**config.mk**
```make
export PLATFORM = sky130hd
export DESIGN_NAME = gencol_lanes_flat
export DESIGN_NICKNAME = d
export VERILOG_FILES = /design/src/rtl/gencol_lanes_if.sv /design/src/rtl/gencol_lanes.sv /design/src/flat_wrapper.sv
export SDC_FILE = /design/constraint.sdc
export NUM_CORES = 2
export LEC_CHECK = 0
export ABC_AREA = 0
export CAP_MARGIN = 40
export CORE_MARGIN = 4
export CORE_UTILIZATION = 30
export CTS_CLUSTER_SIZE = 10
export DETAILED_ROUTE_END_ITERATION = 8
export DONT_BUFFER_PORTS = 1
export GPL_TIMING_DRIVEN = 0
export MAX_ROUTING_LAYER = met4
export PLACE_DENSITY_LB_ADDON = 0.2
export SLEW_MARGIN = 20
export SYNTH_ARGS = -nofsm -noshare
export SYNTH_HDL_FRONTEND = slang
export SYNTH_SLANG_ARGS = --single-unit
```
**constraint.sdc**
```tcl
create_clock -name clk -period 2.4 [get_ports clk]
set_clock_uncertainty 0.2 [all_clocks]
set_input_delay 0.48 -clock clk [delete_from_list [all_inputs] [get_ports clk]]
set_output_delay 0.48 -clock clk [all_outputs]
set_load 0.005 [all_outputs]
```
**src/rtl/gencol_lanes_if.sv**
```systemverilog
`default_nettype none
// ============================================================================
// Module      : gencol_lanes_if
// Description : Column-stream bus between the Toeplitz column generator
//               (master) and the matrix-vector XOR stage (slave).
//               col_valid / col_ready : beat handshake
//               col_data              : LANES columns, lane k at [k*L +: L]
//               col_last              : beat carries column N-1
//               col_idx               : column index of lane 0
// Revision    : 1.0 - initial release
// ============================================================================
interface gencol_lanes_if #(
    parameter int N     = 256,
    parameter int L     = 128,
    parameter int LANES = 4
);
    localparam int IDXW = (N > 1) ? $clog2(N) : 1;

    logic                  col_valid;
    logic                  col_ready;
    logic [LANES*L-1:0]    col_data;
    logic                  col_last;
    logic [IDXW-1:0]       col_idx;

    modport master (
        output col_valid,
        output col_data,
        output col_last,
        output col_idx,
        input  col_ready
    );

    modport slave (
        input  col_valid,
        input  col_data,
        input  col_last,
        input  col_idx,
        output col_ready
    );
endinterface
`default_nettype wire

```
**src/rtl/gencol_lanes.sv**
```systemverilog
`default_nettype none
// ============================================================================
// Module      : gencol_lanes
// Description : Multi-lane flow-controlled Toeplitz column generator. A seed
//               S = {row0, col0} is loaded; column j = S[j+L-1:j]. Each
//               accepted beat carries LANES consecutive columns.
// Ports       : clk, reset_n (synchronous, active low)
//               load/cont     : capture seed and mode (1 = auto-rewind)
//               row0/col0     : Toeplitz first row / first column
//               col           : column stream (gencol_lanes_if master)
//               busy          : generator is streaming
//               frame_cnt     : completed matrices
// Options     : GENCOL_FRAMECNT_EN - implements the 16-bit frame counter;
//               when undefined frame_cnt is tied to zero.
// Revision    : 1.0 - initial release
// ============================================================================
module gencol_lanes #(
    parameter int N     = 256,
    parameter int L     = 128,
    parameter int LANES = 4
) (
    input  wire              clk,
    input  wire              reset_n,
    input  wire              load,
    input  wire              cont,
    input  wire [N-1:0]      row0,
    input  wire [L-1:0]      col0,
    gencol_lanes_if.master   col,
    output logic             busy,
    output logic [15:0]      frame_cnt
);
    localparam int               IDXW     = (N > 1) ? $clog2(N) : 1;
    localparam int               SW       = N + L;
    localparam logic [IDXW-1:0]  LAST_IDX = IDXW'(N - LANES);
    localparam logic [IDXW-1:0]  STEP     = IDXW'(LANES);

    typedef enum logic [1:0] {
        S_IDLE = 2'd0,
        S_RUN  = 2'd1,
        S_DONE = 2'd2
    } state_t;

    state_t          state_q, state_d;
    logic [SW-1:0]   w_q, w_d;
    logic [SW-1:0]   seed_q, seed_d;
    logic [IDXW-1:0] idx_q, idx_d;
    logic            mode_q, mode_d;

    logic            at_last;
    logic            accept;

    assign at_last = (idx_q == LAST_IDX);
    assign accept  = (state_q == S_RUN) && col.col_ready;

    always_ff @(posedge clk) begin
        if (!reset_n) begin
            state_q <= S_IDLE;
            w_q     <= '0;
            seed_q  <= '0;
            idx_q   <= '0;
            mode_q  <= 1'b0;
        end else begin
            state_q <= state_d;
            w_q     <= w_d;
            seed_q  <= seed_d;
            idx_q   <= idx_d;
            mode_q  <= mode_d;
        end
    end

    always_comb begin
        state_d = state_q;
        w_d     = w_q;
        seed_d  = seed_q;
        idx_d   = idx_q;
        mode_d  = mode_q;
        if (load) begin
            // load wins over a simultaneous accept: the shown beat is dropped
            seed_d  = {row0, col0};
            w_d     = {row0, col0};
            mode_d  = cont;
            idx_d   = '0;
            state_d = S_RUN;
        end else begin
            case (state_q)
                S_RUN: begin
                    if (accept) begin
                        if (at_last) begin
                            if (mode_q) begin
                                // rewind without a bubble
                                w_d   = seed_q;
                                idx_d = '0;
                            end else begin
                                // one-shot: keep last data on the bus, drop valid
                                state_d = S_DONE;
                            end
                        end else begin
                            w_d   = w_q >> LANES;
                            idx_d = idx_q + STEP;
                        end
                    end
                end
                default: begin
                end
            endcase
        end
    end

    // Lane k is the L-bit window starting at bit k of the working register
    for (genvar k = 0; k < LANES; k++) begin : g_lane
        assign col.col_data[k*L +: L] = w_q[k +: L];
    end

    assign col.col_valid = (state_q == S_RUN);
    assign col.col_last  = (state_q == S_RUN) && at_last;
    assign col.col_idx   = idx_q;
    assign busy          = (state_q == S_RUN);

`ifdef GENCOL_FRAMECNT_EN
    logic        frame_done;
    logic [15:0] fcnt_q;

    assign frame_done = !load && accept && at_last;

    always_ff @(posedge clk) begin
        if (!reset_n) begin
            fcnt_q <= 16'h0000;
        end else if (frame_done) begin
            fcnt_q <= fcnt_q + 16'd1;
        end
    end

    assign frame_cnt = fcnt_q;
`else
    assign frame_cnt = 16'h0000;
`endif

endmodule
`default_nettype wire
```
**src/flat_wrapper.sv**
```systemverilog
// flat-port wrapper written by rule: the top's interface ports become plain ports
module gencol_lanes_flat 
#(
    parameter int N     = 256,
    parameter int L     = 128,
    parameter int LANES = 4
)
  (clk, reset_n, load, cont, row0, col0, busy, frame_cnt, col_col_valid, col_col_data, col_col_last, col_col_idx, col_col_ready);
  gencol_lanes_if #(.N(N), .L(L), .LANES(LANES)) col_i ();
  input  wire clk;
  input  wire reset_n;
  input  wire load;
  input  wire cont;
  input  wire [N-1:0] row0;
  input  wire [L-1:0] col0;
  output logic busy;
  output logic [15:0] frame_cnt;
  output wire logic [$bits(col_i.col_valid)-1:0] col_col_valid;
  output wire logic [$bits(col_i.col_data)-1:0] col_col_data;
  output wire logic [$bits(col_i.col_last)-1:0] col_col_last;
  output wire logic [$bits(col_i.col_idx)-1:0] col_col_idx;
  input wire logic [$bits(col_i.col_ready)-1:0] col_col_ready;
  assign col_col_valid = col_i.col_valid;
  assign col_col_data = col_i.col_data;
  assign col_col_last = col_i.col_last;
  assign col_col_idx = col_i.col_idx;
  assign col_i.col_ready = col_col_ready;
  gencol_lanes #(.N(N), .L(L), .LANES(LANES)) u_core (.clk(clk), .reset_n(reset_n), .load(load), .cont(cont), .row0(row0), .col0(col0), .col(col_i), .busy(busy), .frame_cnt(frame_cnt));
endmodule
```
; ---- After elaboration in Yosys (flattened, before gate mapping)
; Cells that the tools add are included.
; W data, S select, Z words.
[classes]
addsub = 1
n_reduce_logical = 10
n_mux = 12
bitwise_logic = 2
n_eq_ne = 5
[op_table]
columns = op, count
row1 = $mux W384, 5
row2 = $mux W8, 2
row3 = $add A8 B3 Y8 const B, 1
row4 = $eq A8 B8 Y1 const B, 1
row5 = $reduce_and A4 Y1, 2
row6 = $reduce_and A3 Y1, 2
row7 = $reduce_bool A2 Y1, 3
row8 = $mux W1, 5
row9 = $ne A3 B2 Y1 const B, 1
row10 = $eq A2 B1 Y1 const B, 1
row11 = $logic_and A1 B1 Y1, 2
row12 = $ne A2 B1 Y1 const B, 1
row13 = $ne A2 B2 Y1 const B, 1
row14 = $not A1 Y1, 2
row15 = $reduce_or A2 Y1, 1
[totals]
elab_cells = 36
reg_bits = 779
input_bits = 389

; ---- Longest topological paths before layout
[depth]
word_depth = 5
ltp_mapped = 9
ltp_nobuf = 5

; ---- Worst setup path after synthesis
; OpenSTA, ideal clock, no wires.
[synth_path]
path_kind = register -> register
startpoint = reg u_core.idx_q[2] (netlist: u_core.col.col_idx[2])
endpoint = reg u_core.w_q[337]
path_stages_with_launch = 9
path_buffers = 3
slack_ns = 0.197
t_required_ns = 2.083
t_arrival_ns = 1.885
path_cell_list = dfxtp_1 -> ha_1 -> and3_1 -> buf_6 -> buf_6 -> clkbuf_1 -> and3_1 -> a211o_1 -> a32o_1
[synth_between]
elab_chain_cells = 5
elab_cells_between_ends = 7
classes_between = eq/ne: 2 / mux: 4 / reduce/logical: 1
[synth_rtl]
columns = element, line_no
row1 = from (decl), gencol_lanes.sv:46  ; logic [IDXW-1:0] idx_q, idx_d;
row2 = from (signal assigned), gencol_lanes.sv:66  ; idx_q <= idx_d;
row3 = $eq A8 B8 Y1 *, gencol_lanes.sv:52  ; assign at_last = (idx_q == LAST_IDX);
row4 = $mux W384, gencol_lanes.sv:88  ; if (at_last) begin
row5 = $mux W384, gencol_lanes.sv:87  ; if (accept) begin
row6 = $mux W384, gencol_lanes.sv:85  ; case (state_q)
row7 = $mux W384, gencol_lanes.sv:77  ; if (load) begin
row8 = to (signal assigned), gencol_lanes.sv:64  ; w_q <= w_d;
row9 = to (decl), gencol_lanes.sv:44  ; logic [SW-1:0] w_q, w_d;
; Every way passes the cells marked *; elsewhere a longest branch is shown, timed or not. The select of a mux whose other input is x is not followed.
; A chain may end at the register's enable or synchronous reset.

; ---- Worst setup path after layout
[layout_path]
startpoint = reg u_core.idx_q[2] (netlist: u_core.col.col_idx[2])
endpoint = out col_col_last
[layout_between]
elab_chain_cells = 2
[layout_rtl]
columns = element, line_no
row1 = $eq A8 B8 Y1, gencol_lanes.sv:52
row2 = $logic_and A1 B1 Y1, gencol_lanes.sv:115  ; assign col.col_last = (state_q == S_RUN) && at_last;
row3 = to (decl), flat_wrapper.sv:20  ; output wire logic [$bits(col_i.col_last)-1:0] col_col_last;
; Every way passes these cells.

==> results.yml <==
status:
  outcome: "complete, but fails checks"
  violations: "setup timing"
pwr:
  max-vdd-ir-drop_mv: 0.5841
  power_density_nw_per_um2: 672.5
  p_leak_nw: 22.52
  switching_share_pct: 26.76
  power.total_mw: 33.31
  power_switching_mw: 8.914
  internal-power_mw: 24.39
  combinationalPowerShare_pct: 14.4
  power_frac_clock_pct: 41.6
  pwr-share-seq_pct: 44.0
logic_synthesis:
  synthMuxAreaShare_pct: 9.586
  synth_area_sq_um: 39890
  synth_top_flop_cell: "dfxtp_1"
  synth_top_family_by_area: "simple AND/OR/NAND/NOR gates"
  yosys.area.top_type_share_pct: 39.00
  synth_edf_count: 0
  yosys_warnings: 0
  synth_compound_area_share_pct: 17.78
  avgSynthCellArea_sq_um: 9.762
  synth_top_area_cell: "dfxtp_1"
  ys_types: 40
  synthTopCellsByArea: "dfxtp_1 39%, buf_4 10%, mux2i_1 9.6%"
  synth-xor-area-share_pct: 0.04391
  yosys.area_share.simple_pct: 18.73
  synthArstFlopShare_pct: 0
  synth_cells: 4086
  synthAdderAreaFrac_pct: 0.03137
  ys_seq_elements: 777
  ys_seq_area_share_pct: 39.00
sta:
  fmax_ghz: 0.3756
  fin_crit_ns: 2.662
  fin_crit_sh_pct: 110.9
  setup_viol: 366
  hold_violations: 0
  finalWorstSetupSlack_ns: -0.2623
  tightest_slew_ns: 0.8168
  final_max_slew_viol_count: 0
  relSlewSlack_pct: 45.47
  rsz0062_at_grt: "true"
finish:
  final_cell_area_sq_um: 49530
  fill_cells: 13459
  layout_common_cells: "771 x dfxtp_1, 546 x buf_4, 387 x nor2b_1, 387 x dlygate4sd3_1, 382 x mux2i_1"
  area_growth_syn_to_layout_pct: 24.16
  fin_cells: 6473
  final_common_cell: "dfxtp_1"
  finalNetCount: 5000
  layout-drive-gt1-share_pct: 18.86
  final_util_pct: 37.58
clock_network:
  clk_latency_ns: 0.71
  cts_sinks: 777
  h-tree-depth: 3
  cts_inserted_buffers: 95
  clock-root-buffer: "clkbuf_16"
  cts_tree: "done"
  cts_buffer_depth: 3
  path_clk_slew_ns: 0.06
floorplan:
  coreArea_sq_um: 131800
  initial_core_util_pct: 30.27
  rows: 133
  die-area_sq_um: 138900
  die_height_microns: 372.6
  ios: 928
  die_x_microns: 372.6
worst_setup_path:
  required_ns: 1.72
  cp-end-kind: "output pin"
  critPathArrivalTime_ns: 1.98
  reg2reg_setup_slack_ns: -0.17
  cp_slowest_cell: "dfxtp_4"
  cpPeakStageDelay_ns: 0.38
  cp-start-kind: "register"
  crit_fanout: 7
  path_cells: "ha_4 -> and3_4 -> buf_12 -> buf_12 -> buf_8 -> and3_4"
  critPathKind: "reg2out"
flow_run:
  drv_cap: 0
routing:
  routed_wl_microns: 158800
  drc: 0
  antenna_left: 0
  routed-via-count: 32934
  post_drt_wl_per_cell_microns: 24.53
  dr.pass1.iters: 8
  vias_per_cell: 5.088
  drt-initial-drc-count: 2291
grt:
  antenna_found_initial: 51
  grt_max_degree: 14
  grtUsageTotal_pct: 22.43
  grt_pass1_wl_microns: 233400
  first_global_vias: 33260
  overflow: 0
placement:
  post_dp_cell_area_sq_um: 42330
  dp_hpwl_microns: 117100
  gp_congestion: 0.8733
  place_ws_ns: -0.9425
  portBuffers: 0
  place_inst: 5872
hold_path:
  hold_class: "in2reg"
[final timing paths]
path / from / to / cells past startpoint
worst max-delay path: u_core.col.col_idx[2] / col_col_last / 6
worst min-delay path: col_col_ready / u_core.col.col_idx[6] / 4
worst max register to register: u_core.col.col_idx[2] / u_core.w_q[149] / 9
worst min register to register: u_core.w_q[233] / u_core.w_q[233] / 1
[Yosys cell counts, types with 3 or more instances]
cell	instances
dfxtp_1	777
buf_4	534
nor2b_1	387
mux2i_1	382
nand2b_1	350
a32o_1	348
and3_1	348
a211o_1	343
clkbuf_1	230
buf_2	117
o21ai_0	38
buf_6	37
nand3_1	37
nor3_1	34
nor4_1	32
o31ai_1	32
inv_1	7
nor2_1	7
a31oi_1	6
and2_1	5
a21oi_1	4
o21a_1	4
a221o_1	3
buf_1	3
nand2_1	3
[state kept, by name (all words and copies together) (netlist names)]
| name | cells |
|---|---|
| u_core.mode_q | 1 |
| u_core.w_q | 384 |
| u_core.col.col_idx | 6 |
| u_core.seed_q | 384 |
| u_core.state_q | 2 |
[metal layers]
| metal | GRT usage, % | share of wire [%] | up-vias |
|---|---|---|---|
| met4 | 6.675 | 2.8 | 0 |
| li1 | - | - | 15433 |
| met1 | 27.65 | 43 | 16286 |
| met3 | 4.492 | 5.5 | 187 |
| met2 | 37.10 | 48 | 1028 |
| met5 | - | 0 | - |
[cells by family after synthesis]
| logic type | count (synthesis) |
|---|---|
| AO/OA/AOI/OAI | 785 |
| XOR/XNOR | 2 |
| adder cells (fa/ha/maj) | 1 |
| buffers and inverters | 928 |
| flip-flops | 777 |
| multiplexers | 382 |
| other | 1 |
| AND/OR/NAND/NOR | 1210 |
[worst max-delay path: cells and delay by family (launching register included)]
family,cells,cell delay (ns)
fa+ha+maj,1,0.16
flops,1,0.38
simple gates,2,0.37
buf+inv,3,0.36
[power groups by stage]
stage	sequential [mW]	combinational, mW	clock, mW
5_1_grt	14.7	5.20	14.8
2_1_floorplan	14.5	3.26	0
3_5_place_dp	14.9	4.11	0
3_3_place_gp	14.9	4.06	0
6_report	14.6	4.81	13.9
4_1_cts	14.6	4.84	14.3
[stage by stage]
| stage | hold WS [ns] | TNS, ns |
|---|---|---|
| finish | 0.1071 | -39.43 |
| global route | 0.08357 | -70.52 |
| global placement | 0.2505 | -650.31 |
| floorplan | 0.2419 | 0 |
| detailed placement | 0.2574 | -461.26 |
| CTS | 0.009003 | -101.00 |
[what timing repair did]
item	4_1_cts	5_1_grt
hold buffers	387	0
cloned	0	0
setup endpoints to repair	404	488
buffers inserted	8	1
gates resized for setup	47	57
pin swaps	2	1
endpoints found under the hold margin	775	0
[area by class of cell]
cell class | count | area [sq um] | area share [%]
Buffer | 921 | 6033 | 12.18
Inverter | 7 | 26.28 | 0.05305
Sequential cell | 777 | 15570 | 31.44
Tap cell | 1755 | 2196 | 4.434
Clock inverter | 13 | 209.0 | 0.4219
Timing Repair Buffer | 410 | 4130 | 8.339
Antenna cell | 52 | 130.1 | 0.2627
Multi-Input combinational cell | 2398 | 18540 | 37.44
Clock buffer | 140 | 2688 | 5.426
Power figures use the tool's default switching activity.
